[src/rtl/dsp_chain_2_fp16_operand_feeder.sv]
// Operand issuer for a two-stage cascaded fp16 sum-of-products DSP chain.
// Skews stage-2 operands and tracks each vector to the chain result.
module dsp_chain_2_fp16_operand_feeder #(
    parameter int STAGE_SKEW    = 1,
    parameter int CHAIN_LATENCY = 4,
    parameter int CNT_W         = 16
) (
    input  logic             clk,
    input  logic             reset,
    input  logic             in_valid,
    output logic             in_ready,
    input  logic             in_last,
    input  logic [127:0]     in_data,
    output logic [15:0]      top_a1,
    output logic [15:0]      top_b1,
    output logic [15:0]      bot_a1,
    output logic [15:0]      bot_b1,
    output logic [15:0]      top_a2,
    output logic [15:0]      top_b2,
    output logic [15:0]      bot_a2,
    output logic [15:0]      bot_b2,
    output logic             result_valid,
    output logic             result_last,
    output logic             done,
    output logic [CNT_W-1:0] vec_count
);

    localparam int D = STAGE_SKEW + CHAIN_LATENCY;

    typedef enum logic [1:0] {
        S_IDLE,
        S_RUN,
        S_FLUSH,
        S_DONE
    } state_t;

    state_t                       r_state;
    logic                         r_ready;
    logic                         r_done;
    logic [CNT_W-1:0]             r_cnt;
    logic [63:0]                  r_s1;
    logic [STAGE_SKEW:0][63:0]    r_s2;
    logic [D:0]                   r_vp;
    logic [D:0]                   r_lp;
    logic                         w_acc;
    logic                         w_res_end;

    assign w_acc     = in_valid & r_ready;
    assign w_res_end = r_vp[D] & r_lp[D];

    always_ff @(posedge clk) begin
        if (reset) begin
            r_state <= S_IDLE;
            r_ready <= 1'b0;
            r_done  <= 1'b0;
            r_cnt   <= '0;
            r_s1    <= '0;
            r_s2    <= '0;
            r_vp    <= '0;
            r_lp    <= '0;
        end else begin
            // Bubbles enter as fp16 +0 so they add nothing downstream
            r_s1    <= w_acc ? in_data[63:0] : 64'h0;
            r_s2[0] <= w_acc ? in_data[127:64] : 64'h0;
            for (int i = 1; i <= STAGE_SKEW; i++) begin
                r_s2[i] <= r_s2[i-1];
            end
            r_vp <= {r_vp[D-1:0], w_acc};
            r_lp <= {r_lp[D-1:0], w_acc & in_last};

            unique case (r_state)
                S_IDLE: begin
                    r_ready <= 1'b1;
                    if (w_acc) begin
                        r_cnt <= CNT_W'(1);
                        if (in_last) begin
                            r_state <= S_FLUSH;
                            r_ready <= 1'b0;
                        end else begin
                            r_state <= S_RUN;
                        end
                    end
                end
                S_RUN: begin
                    r_ready <= 1'b1;
                    if (w_acc) begin
                        r_cnt <= r_cnt + CNT_W'(1);
                        if (in_last) begin
                            r_state <= S_FLUSH;
                            r_ready <= 1'b0;
                        end
                    end
                end
                S_FLUSH: begin
                    if (w_res_end) begin
                        r_state <= S_DONE;
                        r_done  <= 1'b1;
                    end
                end
                S_DONE: begin
                    r_state <= S_IDLE;
                    r_done  <= 1'b0;
                    r_ready <= 1'b1;
                end
                default: begin
                    r_state <= S_IDLE;
                    r_done  <= 1'b0;
                    r_ready <= 1'b0;
                end
            endcase
        end
    end

    assign in_ready     = r_ready;
    assign done         = r_done;
    assign vec_count    = r_cnt;
    assign result_valid = r_vp[D];
    assign result_last  = r_lp[D];

    assign top_a1 = r_s1[15:0];
    assign top_b1 = r_s1[31:16];
    assign bot_a1 = r_s1[47:32];
    assign bot_b1 = r_s1[63:48];
    assign top_a2 = r_s2[STAGE_SKEW][15:0];
    assign top_b2 = r_s2[STAGE_SKEW][31:16];
    assign bot_a2 = r_s2[STAGE_SKEW][47:32];
    assign bot_b2 = r_s2[STAGE_SKEW][63:48];

endmodule
[config.mk]
export PLATFORM = sky130hd
export DESIGN_NAME = dsp_chain_2_fp16_operand_feeder
export DESIGN_NICKNAME = d
export VERILOG_FILES = /design/src/rtl/dsp_chain_2_fp16_operand_feeder.sv
export SDC_FILE = /design/constraint.sdc
export NUM_CORES = 1
export LEC_CHECK = 0
export BUFFER_PORTS_ARGS = -buffer_cell sky130_fd_sc_hd__buf_2
export CAP_MARGIN = 20
export CORE_UTILIZATION = 49
export CTS_BUF_LIST = sky130_fd_sc_hd__clkbuf_2 sky130_fd_sc_hd__clkbuf_4 sky130_fd_sc_hd__clkbuf_8
export DETAILED_ROUTE_END_ITERATION = 12
export PLACE_DENSITY = 0.81
export SYNTH_ARGS = -nofsm -noshare
export SYNTH_HDL_FRONTEND = slang
export SYNTH_SLANG_ARGS = --single-unit
[constraint.sdc]
create_clock -name clk -period 2.5 [get_ports clk]
set_input_delay 0.375 -clock clk [delete_from_list [all_inputs] [get_ports clk]]
set_output_delay 0.375 -clock clk [all_outputs]
set_load 0.005 [all_outputs]
==> impl_metrics.yaml <==
worst_setup_path:
  criticalPathCategory: "reg -> reg"
  critPathRequiredTime_ns: 2.92
  crit_path_cell_trace: "inv_1 -> ha_1 -> o211ai_4 -> or4_4 -> or3_1 -> a21oi_1"
  end_kind: "register"
  startpoint_type: "register"
  path_buf_inv: 1
  worst_path_max_delay_cell: "or4_4"
  arrival_ns: 2.52
  critical-path-top-delay-family: "simple AND/OR/NAND/NOR gates"
  cp_max_fo: 9
  cp_slowest_stage_delay_ns: 0.60
power_and_ir_drop:
  seqPwrFrac: 0.504
  power_switching_mw: 1.62
  p_leak_nw: 4.29
  internal_power_mw: 5.88
  cellPowerDensity_mw_per_mm2: 854
  pwr-share-comb: 0.078
  ir_drop_uv: 537
  switching_share: 0.216
  clock_power_share: 0.418
cts:
  cts_buffer_depth: 3
  cts_setup_buffers: 0
  worstSkewPairLatency_ns: 0.49
  cts_buffers: 35
  h-tree-depth: 2
  cts_resized: 0
  clock-sinks: 224
  postCtsHoldBufs: 0
  clk_pin_slew_ns: 0.06
  cts_tree: "done"
  cts_root_buf: "clkbuf_8"
sta:
  slew_viol_final: 0
  fin_crit_sh: 0.837
  max_freq_mhz: 478
  post-route-min-period_ns: 2.09
  rsz0062_at_grt: "false"
  tns_ns: 0
  worstMarginPinSlew_ns: 0.516
  setup_violations: 0
  max-slew-margin-rel: 0.656
  finalHoldViolCount: 0
  fin_worst_skew_ns: 0.0121
drt:
  drt_iter0_drc: 176
  dr.pass1.iters: 4
  viasPerCell: 4.37
  routed_wl_mm: 13.7
  wl_per_cell_um: 13.2
  via_count: 4541
  post-route-drc-count: 0
  final_antenna_net_count: 0
layout:
  nFillCells: 1121
  area_growth_pct: 26.5
  antenna_cells: 0
  design_area_mm2: 0.00878
  final_util: 0.635
  multi_input_area_mm2: 0.00188
  seq_area_mm2: 0.00448
  drive_gt1_frac: 0.401
  nets: 981
synthesis:
  syn_nets: 748
  synth-main-ff-cell: "dfxtp_1"
  async_flop_share: 0
  netlist_area_mm2: 0.00694
  netlist_instances: 609
  ys_types: 33
  avgSynthCellArea_um2: 11.4
  synth_warnings: 0
  seq_area_frac_synth: 0.646
  synth-seq-cells: 224
  synth_edf_count: 0
global_routing:
  antenna_found_initial: 1
  grt_max_degree: 101
  grt_pass1_vias: 4318
  grt_pass1_wl_mm: 20.6
  track_usage: 0.182
  overflow: 0
placement:
  gp_congestion: 0.784
  dp.final_hpwl_mm: 9.56
  numPortBuffers: 279
  dpl_cell_area_mm2: 0.00805
hold_path:
  hold_class: "in -> reg"
floorplanning:
  ios: 280
  dieArea_mm2: 0.0147
  die_h_um: 121
  rows: 43
  die_x_um: 121
  start_util: 0.502
  coreArea_mm2: 0.0138
run:
  max_cap_violations: 0
outcome:
  status: "finished, final reports clean"
metal layers:
layer,share of wire,routed length [um],track usage,up-vias
met5,0,0,0,-
li1,-,-,-,2301
met1,0.39,5330,0.194,2030
met4,0.025,344,0.0872,0
met2,0.50,6860,0.315,182
met3,0.085,1160,0.0691,28
cell usage after synthesis, drive strengths merged (2+ instances only):
cell type | instances | area (um^2)
dfxtp | 224 | 4480
and2 | 130 | 813
nor2b | 75 | 469
buf | 64 | 480
clkbuf | 24 | 90.1
nor2 | 12 | 45.0
a21oi | 8 | 40.0
nand3 | 8 | 40.0
ha | 7 | 87.6
nand2 | 7 | 26.3
o21ai | 7 | 35.0
nand4 | 5 | 31.3
or3 | 5 | 32.5
xnor2 | 5 | 43.8
inv | 4 | 15.0
xor2 | 4 | 35.0
and3 | 3 | 20.0
a311oi | 2 | 17.5
mux2i | 2 | 20.0
nor4 | 2 | 12.5
flip-flops by register name, indices dropped and copies added (netlist names):
register	flops
done	1
vec_count	16
r_s2	64
in_ready	1
r_state	2
bot_a2	16
top_b2	16
r_lp	6
r_vp	6
top_a2	16
bot_b2	16
r_s1	64
cell usage in the layout, fill, tap and decap left out, types with 2 or more instances in the layout:
master	Yosys	routed
nor2_1	12	11
dfxtp_1	224	224
or3_1	4	4
xor2_1	4	4
buf_4	64	4
nor4_1	2	2
inv_1	4	4
buf_2	0	279
bufinv_16	0	2
nand3_1	8	8
nand2_1	7	7
clkbuf_4	0	6
ha_1	7	7
and3_1	2	2
and2_1	130	130
mux2i_1	2	2
clkbuf_8	0	44
nand4_1	5	5
xnor2_1	5	5
a311oi_1	2	2
o21ai_0	7	7
a21oi_1	8	8
clkinv_2	0	2
nor2b_1	75	75
cells by family (layout without fill, tap and decap cells):
kind of cell | Yosys count | after routing | share of synthesized area
buf+inv | 92 | 343 | 0.0843
mux | 2 | 2 | 0.00288
compound gates | 24 | 24 | 0.0236
simple gates | 251 | 251 | 0.219
xor+xnor | 9 | 9 | 0.0114
flops | 224 | 224 | 0.646
fa+ha+maj | 7 | 7 | 0.0126
final timing paths:
check | from | to | slack, ns | depth (start not counted)
worst max-delay path | r_state[1] | vec_count[15] | 0.41 | 6
worst min-delay path | in_data[98] | r_s2[34] | 0.08 | 2
worst max register to register | r_state[1] | vec_count[15] | 0.41 | 6
worst min register to register | r_s2[48] | bot_b2[0] | 0.42 | 1
power groups by stage:
stage | registers, mW | clock network, mW | logic, mW
2_1_floorplan | 3.85 | 0 | 0.358
3_3_place_gp | 3.84 | 0 | 0.576
3_5_place_dp | 3.85 | 0 | 0.588
4_1_cts | 3.78 | 3.22 | 0.595
5_1_grt | 3.79 | 3.38 | 0.665
6_report | 3.78 | 3.13 | 0.587
layout make-up:
class,count,share of cell area
Tap cell,180,0.0256
Inverter,4,0.00171
Sequential cell,224,0.511
Clock inverter,5,0.00883
Multi-Input combinational cell,293,0.214
Timing Repair Buffer,284,0.165
Clock buffer,50,0.0741
per-stage QoR:
stage / hold slack, ns / total power [mW] / setup WS, ns / std cells
finish: 0.0803 / 7.50 / 0.407 / 1040
floorplan: 0.414 / 4.21 / 0.596 / 609
CTS: 0.0466 / 7.60 / 0.400 / 1040
global placement: 0.416 / 4.42 / 0.511 / 985
detailed placement: 0.420 / 4.44 / 0.420 / 985
global route: 0.0523 / 7.84 / 0.265 / 1040
No activity file was read; power rests on OpenSTA's default activity.
